## src/rtl/regfile_pkg.sv

```systemverilog
// Shared constants and types for the register-file writeback path.
// Latency: n/a (declarations only).
// Backpressure: n/a (declarations only).
package regfile_pkg;

  localparam int ADDR_W   = 5;
  localparam int DATA_W   = 32;
  localparam int REG_ZERO = 0;

  // Writeback requester slots on the shared write port
  localparam int REQ_ALU  = 0;
  localparam int REQ_MEM  = 1;
  localparam int REQ_LINK = 2;

  typedef struct packed {
    logic              valid;
    logic [ADDR_W-1:0] addr;
    logic [DATA_W-1:0] data;
  } wb_req_t;

endpackage

```

## src/rtl/rr_arbiter.sv

```systemverilog
// Round-robin picker: first asserted request at or after ptr, wrapping mod N.
// Latency: purely combinational, zero cycles.
// Backpressure: hold forces an empty grant so no requester sees ready.
module rr_arbiter #(
  parameter int N = 3
) (
  input  logic [N-1:0] req,
  input  logic         hold,
  input  logic [1:0]   ptr,
  output logic [N-1:0] gnt,
  output logic [1:0]   gnt_idx
);

  logic found;
  int   idx;

  // Scan N slots starting at ptr; the first valid one wins
  always_comb begin
    gnt     = '0;
    gnt_idx = '0;
    found   = 1'b0;
    idx     = 0;
    for (int k = 0; k < N; k++) begin
      idx = (int'(ptr) + k) % N;
      if (!hold && !found && req[idx]) begin
        found    = 1'b1;
        gnt[idx] = 1'b1;
        gnt_idx  = 2'(idx);
      end
    end
  end

endmodule

```

## src/rtl/regfile_write_arbiter.sv

```systemverilog
// Arbitrates NUM_REQ writeback requesters onto the register file's single write port.
// Latency: one cycle from handshake to RegWriteSig/writeReg/writeData; one transfer per cycle.
// Backpressure: req_ready is a one-hot grant, withheld entirely while hold or reset is high.
module regfile_write_arbiter
  import regfile_pkg::*;
#(
  parameter int NUM_REQ = 3,
  parameter int ADDR_W  = regfile_pkg::ADDR_W,
  parameter int DATA_W  = regfile_pkg::DATA_W
) (
  input  logic                        clk,
  input  logic                        reset,
  input  logic                        hold,
  input  logic [NUM_REQ-1:0]          req_valid,
  input  logic [NUM_REQ*ADDR_W-1:0]   req_addr,
  input  logic [NUM_REQ*DATA_W-1:0]   req_data,
  output logic [NUM_REQ-1:0]          req_ready,
  output logic                        RegWriteSig,
  output logic [ADDR_W-1:0]           writeReg,
  output logic [DATA_W-1:0]           writeData,
  output logic [1:0]                  grant_id,
  output logic [31:0]                 pending_mask
);

  logic [1:0]         rrPtr;
  logic [1:0]         nextPtr;
  logic [1:0]         gntIdx;
  logic [NUM_REQ-1:0] gnt;
  logic [ADDR_W-1:0]  selAddr;
  logic [DATA_W-1:0]  selData;

  // Reset is folded into hold so nobody sees ready while reset is asserted
  rr_arbiter #(.N(NUM_REQ)) uArb (
    .req     (req_valid),
    .hold    (hold | reset),
    .ptr     (rrPtr),
    .gnt     (gnt),
    .gnt_idx (gntIdx)
  );

  assign req_ready = gnt;
  assign nextPtr   = (gntIdx == 2'(NUM_REQ - 1)) ? 2'd0 : gntIdx + 2'd1;

  // Mux the granted requester's address and data
  always_comb begin
    selAddr = '0;
    selData = '0;
    for (int i = 0; i < NUM_REQ; i++) begin
      if (gnt[i]) begin
        selAddr = req_addr[i*ADDR_W +: ADDR_W];
        selData = req_data[i*DATA_W +: DATA_W];
      end
    end
  end

  // Register the granted write; writes to the zero register are acknowledged but not strobed
  always_ff @(posedge clk or posedge reset) begin
    if (reset) begin
      rrPtr       <= 2'd0;
      RegWriteSig <= 1'b0;
      writeReg    <= '0;
      writeData   <= '0;
      grant_id    <= 2'd0;
    end else begin
      RegWriteSig <= 1'b0;
      if (|gnt) begin
        rrPtr       <= nextPtr;
        RegWriteSig <= (selAddr != ADDR_W'(REG_ZERO));
        writeReg    <= selAddr;
        writeData   <= selData;
        grant_id    <= gntIdx;
      end
    end
  end

  // Registers with a waiting request or an in-flight write; r0 never hazards
  always_comb begin
    pending_mask = '0;
    for (int i = 0; i < NUM_REQ; i++) begin
      if (req_valid[i]) begin
        pending_mask[req_addr[i*ADDR_W +: ADDR_W]] = 1'b1;
      end
    end
    if (RegWriteSig) begin
      pending_mask[writeReg] = 1'b1;
    end
    pending_mask[0] = 1'b0;
  end

endmodule

```

## config.mk

```make
export PLATFORM = sky130hd
export DESIGN_NAME = regfile_write_arbiter
export DESIGN_NICKNAME = d
export VERILOG_FILES = /design/src/rtl/regfile_pkg.sv /design/src/rtl/rr_arbiter.sv /design/src/rtl/regfile_write_arbiter.sv
export SDC_FILE = /design/constraint.sdc
export NUM_CORES = 1
export LEC_CHECK = 0
export BUFFER_PORTS_ARGS = -buffer_cell sky130_fd_sc_hd__buf_2
export CAP_MARGIN = 40
export CORE_ASPECT_RATIO = 0.5
export CORE_UTILIZATION = 49
export CTS_CLUSTER_DIAMETER = 40
export CTS_CLUSTER_SIZE = 28
export DETAILED_ROUTE_END_ITERATION = 6
export PLACE_DENSITY = 0.87
export SYNTH_ARGS = -nofsm -noshare
export SYNTH_HDL_FRONTEND = slang
export SYNTH_SLANG_ARGS = --single-unit
```

## constraint.sdc

```tcl
create_clock -name clk -period 3.95 [get_ports clk]
set_clock_uncertainty 0.1 [all_clocks]
set_input_delay 0.1975 -clock clk [delete_from_list [all_inputs] [get_ports clk]]
set_output_delay 0.1975 -clock clk [all_outputs]
set_load 0.005 [all_outputs]
```

### Word-level counts from Yosys, hierarchy flattened

Index checks and enable logic that the tools add are counted.

| storage, ports and cells | value |
|---|---|
| logic and storage cells | 92 |
| output and inout port bits | 75 |
| input bits | 117 |
| flip-flop bits (word level) | 42 |

| cells by class | value |
|---|---|
| multiplexer cells | 43 |
| equality and inequality tests | 1 |
| reductions and logical operators | 17 |
| div/mod/pow operators | 3 |
| bitwise logic cells | 6 |
| order comparisons | 14 |
| add/subtract/negate cells | 3 |

Operators with widths:

| operator | number |
|---|---|
| 32-bit 2-to-1 mux | 7 |
| 32-bit by 1-bit greater-or-equal comparator with 1-bit output, second input constant | 3 |
| 32-bit by 4-bit < comparator with 1-bit output, second input constant | 3 |
| 32-bit bitwise OR | 3 |
| 32-bit by 3-bit modulo with 32-bit output, second input constant | 2 |
| 3-bit by 3-bit modulo with 32-bit output, second input constant | 1 |
| 5-bit by 6-bit < comparator with 1-bit output, second input constant | 4 |
| 1-bit demux with 5-bit select | 4 |
| 5-bit by 1-bit greater-or-equal comparator with 1-bit output, second input constant | 4 |
| 1-bit 2-to-1 mux | 16 |
| 5-bit 2-to-1 mux | 3 |
| 1-bit logical AND | 12 |
| 3-bit 2-to-1 mux | 3 |
| 2-bit 2-to-1 mux | 4 |
| 1-bit binary-select mux with 2-bit select | 3 |
| 1-bit demux with 2-bit select | 3 |
| 3-bit bitwise OR | 2 |
| 5-bit nonzero test | 1 |
| 2-bit by 1-bit adder with 3-bit output, second input constant | 1 |
| 2-bit by 2-bit adder with 3-bit output, second input constant | 1 |
| 1-bit logical NOT | 3 |
| 3-bit OR reduction | 1 |
| 2-bit by 1-bit adder with 2-bit output, second input constant | 1 |
| 2-bit == test, second input constant | 1 |
| 1-bit bitwise OR | 1 |

### Depth between registers and ports, before layout

Gate-level depths: netlist of the first run.

| depth | value |
|---|---|
| depth after elaboration | 19 |
| gate-level depth with buffers | 13 |
| mapped depth without buffers | 10 |

### Cells and area by module

Synthesis of the first run repeated with hierarchy kept, for this count alone.

| unflattened totals | value |
|---|---|
| cells, all modules | 381 |
| area, all modules | 3319.4 µm² |

By module, submodules not included:

| module | times used | area an instance (µm²) | cells an instance | seq. area each (µm²) |
|---|---|---|---|---|
| regfile_write_arbiter | 1 | 3044.2 | 344 | 1051.0 |
| rr_arbiter | 1 | 275.3 | 37 | 0.0 |

### Worst setup path after synthesis of the first run

OpenSTA, ideal clock, no wires.

| path | value |
|---|---|
| path kind | flip-flop to flip-flop |
| start point | register rrPtr[0] |
| end point | register RegWriteSig |
| stages on the path, launching flop included | 11 |
| buffers on the path | 1 |
| slack | 1.387 ns |
| library setup time | 0.139 ns |
| data arrival time | 2.324 ns |
| required time | 3.711 ns |
| period minus slack after synthesis | 2.563 ns |
| cells stage by stage | dfrtp_1 inv_1 ha_1 inv_1 mux2i_1 nand2_1 a21oi_2 buf_4 nor2b_1 a21oi_1 or4_1 |

| between the ends | value |
|---|---|
| word-level cells in the longest chain between the ends | 19 |
| elaborated cells on any way between the ends | 49 |
| classes of those cells | 2 x add/sub; 3 x div; 6 x order compare; 24 x mux; 2 x bitwise; 12 x reduce/logical |

Ends and longest elaborated chain:

| what | RTL line | RTL |
|---|---|---|
| from (decl) | regfile_write_arbiter.sv:25 | `logic [1:0] rrPtr;` |
| from (signal assigned) | regfile_write_arbiter.sv:67 | `rrPtr <= nextPtr;` |
| parallel branches: the longest is 13 deep, another holds 32-bit by 3-bit modulo with 32-bit output | -- |  |
| 3-bit 2-to-1 mux * | rr_arbiter.sv:25 | `if (!hold && !found && req[idx]) begin` |
| 5-bit 2-to-1 mux (3 in a row) | regfile_write_arbiter.sv:49 | `if (gnt[i]) begin` |
| 5-bit nonzero test | regfile_write_arbiter.sv:68 | `RegWriteSig <= (selAddr != ADDR_W'(REG_ZERO));` |
| 1-bit 2-to-1 mux * | regfile_write_arbiter.sv:66 | `if (\|gnt) begin` |
| to (signal assigned) | regfile_write_arbiter.sv:68 |  |
| to (decl) | regfile_write_arbiter.sv:18 | `output logic RegWriteSig,` |

Every way passes the cells marked *. The select of a mux whose other input is x is not followed.
A chain may end at the register's enable or synchronous reset.

### Final worst setup path of the first run

| path | value |
|---|---|
| start point | register rrPtr[1] |
| end point | output req_ready[2] |

| between the ends | value |
|---|---|
| word-level cells in the longest chain between the ends | 14 |
| elaborated cells on any way between the ends | 43 |
| classes of those cells | 2 x add/sub; 3 x div; 6 x order compare; 20 x mux; 2 x bitwise; 10 x reduce/logical |

Ends and longest elaborated chain:

| what | RTL line | RTL |
|---|---|---|
| parallel branches: the longest is 13 deep, another holds 32-bit by 3-bit modulo with 32-bit output | -- |  |
| 3-bit 2-to-1 mux * | rr_arbiter.sv:25 |  |
| to (decl) | regfile_write_arbiter.sv:17 | `output logic [NUM_REQ-1:0] req_ready,` |

Marks and branches as above.

==> results of run 1 <==
==> cells in the mapped netlist, types with 2 or more instances <==
library cell  instances  area, µm²
nand2_1              78        293
a221o_1              47        470
dfrtp_1              42       1050
o21ai_0              37        185
clkbuf_1             18       67.6
a21oi_1              16       80.1
o22ai_1              16        100
buf_2                15       75.1
nor2_1               14       52.6
nand3_1              12       60.1
nand3b_1             12       90.1
nor3b_1              11       82.6
nor2b_1              10       62.6
o221ai_1              9       78.8
inv_1                 8       30.0
and3b_1               7       61.3
or3b_2                7       61.3
a21o_1                6       45.0
a22oi_1               6       45.0
o211ai_1              6       45.0
and3_1                5       31.3
ha_1                  4       50.1
a211oi_1              3       22.5
buf_4                 3       22.5
mux2i_1               3       30.0
nor3_1                3       15.0
or3_1                 3       18.8
a211o_1               2       17.5
a221oi_1              2       17.5
nor3_2                2       20.0
or2_2                 2       12.5
==> worst max-delay path, stage by stage, from the launching register on <==
cell and delay (ns):
dfrtp_1 0.41, inv_1 0.10, ha_1 0.36, mux2i_1 0.14, mux2i_1 0.29, nand2_1 0.15
a21oi_4 0.68, buf_4 0.48, buf_2 0.19
==> repair_timing <==
item / CTS / global route
hold buffers: 1 / 0
gates resized for setup: 0 / 0
hold endpoints to repair: 38 / 0
setup endpoints to repair: 0 / 0
==> power by group through the flow <==
stage               sequential, W  combinational [W]  clock [W]
floorplan                0.000782           0.000863          0
global placement         0.000834            0.00127          0
detailed placement       0.000831            0.00131          0
CTS                      0.000832            0.00131   0.000394
global route             0.000864            0.00145   0.000413
finish                   0.000843            0.00132   0.000390
==> stage by stage <==
step / power (W) / utilization
floorplan: 0.00165 / -
global placement: 0.00210 / 0.653
detailed placement: 0.00214 / 0.655
CTS: 0.00254 / 0.677
global route: 0.00273 / 0.677
finish: 0.00256 / 0.677
==> path summary, 6_finish.rpt <==
| check | slack [ns] | end | from |
|---|---|---|---|
| worst max-delay path | 0.57 | req_ready[2] | rrPtr[1]$_DFFE_PP0P_ |
| worst min-delay path | 0.05 | writeData[27]$_DFFE_PP0P_ | req_data[27] |
| worst max register to register | 0.62 | writeData[2]$_DFFE_PP0P_ | rrPtr[1]$_DFFE_PP0P_ |
| worst min register to register | 0.37 | grant_id[1]$_DFFE_PP0P_ | grant_id[1]$_DFFE_PP0P_ |
| max in group asynchronous | 2.85 | writeData[14]$_DFFE_PP0P_ | reset |
| min in group asynchronous | 0.53 | writeData[7]$_DFFE_PP0P_ | reset |
==> cell families (layout without fill, tap and decap cells) <==
kind of cell | after synthesis | after routing
AND/OR/NAND/NOR | 171 | 171
AO/OA/AOI/OAI | 158 | 158
buffers and inverters | 46 | 212
flip-flops | 42 | 42
adder cells (fa/ha/maj) | 4 | 4
multiplexers | 4 | 4
other | 1 | 1
==> registers in the layout, indices dropped and copies added, names as in the netlist <==
name	flops
writeData	32
writeReg	5
grant_id	2
rrPtr	2
RegWriteSig	1
==> cell type report <==
| cell class | count | area, µm² | area share |
|---|---|---|---|
| Sequential cell | 42 | 1050 | 0.231 |
| Multi-Input combinational cell | 338 | 2210 | 0.486 |
| Inverter | 9 | 33.8 | 0.00742 |
| Timing Repair Buffer | 197 | 1000 | 0.220 |
| Tap cell | 92 | 115 | 0.0253 |
| Clock buffer | 6 | 139 | 0.0305 |
==> layer usage <==
metal | track usage | part of all wire
met1 | 0.407 | 0.42
met2 | 0.524 | 0.49
met3 | 0.0324 | 0.075
met4 | 0.123 | 0.020
met5 | 0 | 0
==> results_dict.tcl, run 1 <==
set metrics [dict create \
    status "complete, no violations" \
    synth_adder_area_share 0.0145 \
    crit_fanout 45 \
    drt_iter0_drc 554 \
    place_worst_setup_slack_ns 0.672 \
    core_region_area_um2 6730 \
    leakage_nw 2.18 \
    finalInstanceArea_um2 4550 \
    die_area_um2 7390 \
    netlist_area_um2 3450 \
    h-tree-depth 2 \
    ys_seq_elements 42 \
    ctsLongestPathBuffers 2 \
    yosysSeqAreaShare 0.305 \
    post_cts.repair.setup_buffers 0 \
    io_pins 192 \
    crit_type "reg -> out" \
    clock_power_share 0.153 \
    viasPerCell 6.25 \
    power_density_nw_per_um2 562 \
    drv_slew 0 \
    yosysUniqueCellTypes 48 \
    holdWs_ns 0.0511 \
    numClockSinks 42 \
    clkTransAtPathRegs_ns 0.06 \
    whs_path_depth 2 \
    cp.required_ns 3.65 \
    setup_ws_ns 0.569 \
    layout_commonest_cell "buf_2" \
    final_cell_mix "buf_2 (192), nand2_1 (78), a221o_1 (47), dfrtp_1 (42), o21ai_0 (37)" \
    cts_tree "built" \
    placed_cells 677 \
    grt_max_degree 46 \
    drive_above_1_share 0.373 \
    setup_viol 0 \
    nFillCells 615 \
    fin_nets 714 \
    worst_ep_arrival_time_ns 3.08 \
    synth_nets 547 \
    swShare 0.409 \
    synth_xor_area_frac 0 \
    synth-async-reset-ratio 1.00 \
    hp-class "in -> reg" \
    antenna_found_initial 0 \
    critPathLaunchType "flop" \
    synth_area_per_cell_um2 8.09 \
    hold_viol 0 \
    wl_per_cell_um 17.5 \
    cellInternalPower_w 0.00151 \
    port_buffers 190 \
    comb_power_share 0.518 \
    n_antenna_cell 0 \
    cts_buffers 5 \
    yosys_warnings 0 \
    gp_congestion 0.983 \
    yosys.area_share.simple 0.264 \
    grt_pass1_wl_um 17800 \
    synthCells 426 \
    seqPwrFrac 0.330 \
    maxCapViolCount 0 \
    synth_top_family_by_area "compound AO/OA/AOI/OAI gates" \
    rows 21 \
    synth_edf_count 0 \
    fin_crit_sh 0.856 \
    initial_core_util 0.512 \
    areaGrowthSynthToFinish_pct 32.1 \
    rsz0062_at_grt "false" \
    synth_flop_cell "dfrtp_1" \
    end_kind "output port" \
    grt_pass1_vias 3768 \
    drc 0 \
    first_pass_iters 6 \
    r2r_cells 10 \
    worstMarginPinSlew_ns 0.937 \
    dpl.hpwl_um 8460 \
    synth_compound_area_frac 0.344 \
    fmax_mhz 296 \
    root_buffer "clkbuf_16" \
    dpl-instance-area_um2 4400 \
    clock_latency_ns 0.27 \
    ir_drop_mv 0.244 \
    die_w_um 121 \
    power_switching_w 0.00105 \
    instances_no_fill 684 \
    wl_um 11900 \
    grtUsageTotal 0.305 \
    fp.dieH_um 61.3 \
    finalSetupTns_ns 0 \
    fin_crit_ns 3.38 \
    num_vias 4277 \
    synth_mux_area_frac 0.0127 \
    ant_nets 0 \
    relSlewSlack 0.374 \
    grt_overflow_total 0 \
]
Note: power is estimated with default switching activity, not from simulation.
==> run 2: changes to the inputs <==
--- a/config.mk
+++ b/config.mk
@@ -8,11 +8,12 @@
 export BUFFER_PORTS_ARGS = -buffer_cell sky130_fd_sc_hd__buf_2
 export CAP_MARGIN = 40
 export CORE_ASPECT_RATIO = 0.5
-export CORE_UTILIZATION = 49
+export CORE_UTILIZATION = 45
 export CTS_CLUSTER_DIAMETER = 40
 export CTS_CLUSTER_SIZE = 28
 export DETAILED_ROUTE_END_ITERATION = 6
-export PLACE_DENSITY = 0.87
+export PLACE_DENSITY = 0.81
+export REMOVE_ABC_BUFFERS = 1
 export SYNTH_ARGS = -nofsm -noshare
 export SYNTH_HDL_FRONTEND = slang
 export SYNTH_SLANG_ARGS = --single-unit
==> constraint.sdc (replaced) <==
create_clock -name clk -period 3.2 [get_ports clk]
set_clock_uncertainty 0.1 [all_clocks]
set_input_delay 0.16 -clock clk [delete_from_list [all_inputs] [get_ports clk]]
set_output_delay 0.16 -clock clk [all_outputs]
set_load 0.005 [all_outputs]
==> run 2 against run 1 <==
  * Core utilization is 4.5 points lower
  * Global-route usage is 1.0 points lower
  * Worst hold slack worse by 0.041 ns
  * Sequential power is 23% higher
  * Wire length is 0.21% lower
  * First-iteration DRC count is 8.5% higher
  * Worst setup slack worse by 0.35 ns
==> results_dict.tcl, run 2 (synthesized netlist as in run 1, its figures left out) <==
set metrics [dict create \
    rsz0062_at_grt "false" \
    clock_latency_ns 0.27 \
    hold_viol 0 \
    die_area_um2 8030 \
    io_pins 192 \
    drc 0 \
    maxCapViolCount 0 \
    drt_iter0_drc 601 \
    areaGrowthSynthToFinish_pct 35.3 \
    antenna_found_initial 0 \
    drive_above_1_share 0.380 \
    cts_tree "built" \
    root_buffer "clkbuf_16" \
    grt_max_degree 39 \
    cp.required_ns 3.25 \
    gp_congestion 0.943 \
    nFillCells 682 \
    rows 22 \
    drv_slew 0 \
    fin_crit_ns 2.98 \
    fin_crit_sh 0.932 \
    grt_pass1_vias 3956 \
    final_cell_mix "buf_2 (190), nand2_1 (78), a221o_1 (47), dfrtp_1 (42), o21ai_0 (37)" \
    status "complete, no violations" \
    initial_core_util 0.467 \
    wl_um 11900 \
    grt_util_met1 0.382 \
    largest_reg_flops 32 \
    fmax_mhz 335 \
    n_antenna_cell 0 \
    end_kind "flop" \
    instances_no_fill 693 \
    clkTransAtPathRegs_ns 0.06 \
    setup_viol 0 \
    wl_per_cell_um 17.2 \
    regArea_um2 1050 \
    hp-class "in -> reg" \
    die_w_um 126 \
    placed_cells 684 \
    multi_input_area_um2 2210 \
    top_register "writeData" \
    ctsLongestPathBuffers 2 \
    leakage_nw 2.23 \
    dpl.hpwl_um 8620 \
    post_cts.repair.setup_buffers 0 \
    layout_commonest_cell "buf_2" \
    crit_type "reg -> reg" \
    holdWs_ns 0.0100 \
    port_buffers 190 \
    worst_ep_arrival_time_ns 3.03 \
    fin_nets 717 \
    core_region_area_um2 7380 \
    ir_drop_mv 0.461 \
    first_pass_iters 5 \
    critPathLaunchType "flop" \
    grt_pass1_wl_um 19300 \
    viasPerCell 6.13 \
    ant_nets 0 \
    power_density_nw_per_um2 722 \
    grt_busiest_layer "met2" \
    numClockSinks 42 \
    h-tree-depth 2 \
    met2_usage 0.479 \
    num_vias 4246 \
    largestRegisters "writeData: 32 flops, writeReg: 5 flops" \
    grt_use_met3 0.0628 \
    worstMarginPinSlew_ns 0.950 \
    fp.dieH_um 63.9 \
    relSlewSlack 0.362 \
    grtUsageTotal 0.294 \
    cts_buffers 5 \
    crit_fanout 17 \
    grt_overflow_total 0 \
]
-- run 2: cell type report --
cell class	instances	share of cell area
Multi-Input combinational cell	338	0.475
Sequential cell	42	0.226
Timing Repair Buffer	200	0.224
Clock buffer	6	0.0298
Tap cell	96	0.0258
Clock inverter	2	0.0129
Inverter	9	0.00725
-- run 2: repair_timing --
item / CTS / global route
hold endpoints to repair: 15 / 0
hold buffers: 1 / 0
resized for setup: 0 / 1
endpoints found under the setup margin: 0 / 12
-- run 2: power by group --
| group | internal, W | total, W | switching [W] | leakage, nW |
|---|---|---|---|---|
| registers | 0.000789 | 0.00104 | 0.000248 | 0.519 |
| logic | 0.000795 | 0.00167 | 0.000874 | 1.62 |
| clock network | 0.000468 | 0.000660 | 0.000192 | 0.0971 |
-- run 2: worst paths after layout --
path / slack (ns) / cells after the start / from / end
max: 0.22 / 11 / rrPtr[1]$_DFFE_PP0P_ / RegWriteSig$_DFF_PP0_
min: 0.01 / 2 / req_data[22] / writeData[22]$_DFFE_PP0P_
max reg2reg: 0.22 / 11 / rrPtr[1]$_DFFE_PP0P_ / RegWriteSig$_DFF_PP0_
min reg2reg: 0.39 / 1 / grant_id[0]$_DFFE_PP0P_ / grant_id[0]$_DFFE_PP0P_
max in group asynchronous: 2.19 / 4 / reset / writeData[9]$_DFFE_PP0P_
min in group asynchronous: 0.35 / 3 / reset / grant_id[1]$_DFFE_PP0P_
-- run 2: metrics by stage --
step           total power (W)  setup slack, ns  cell area (µm²)   util  setup TNS [ns]
3_5_place_dp           0.00268            0.254             4450  0.603               0
5_1_grt                0.00358           0.0105             4660  0.632               0
6_report               0.00337            0.217             4660  0.632               0
3_3_place_gp           0.00265            0.333             4430  0.600               0
4_1_cts                0.00335            0.237             4660  0.631               0
2_1_floorplan          0.00195           -0.948             3280      -          -33.09
-- run 2: per-layer routing --
metal	wire, µm	share of wire
met5	0	0
met4	209	0.018
met3	1130	0.095
met2	5660	0.47
met1	4930	0.41
-- run 2: worst max-delay path: stages, from the launching register on --
cell     delay, ns
dfrtp_1       0.41
inv_1         0.10
ha_1          0.34
mux2i_2       0.32
o21ai_2       0.14
and3_4        0.21
nor2_4        0.12
inv_2         0.10
buf_4         0.21
a21oi_1       0.18
a21oi_1       0.11
or4_1         0.51
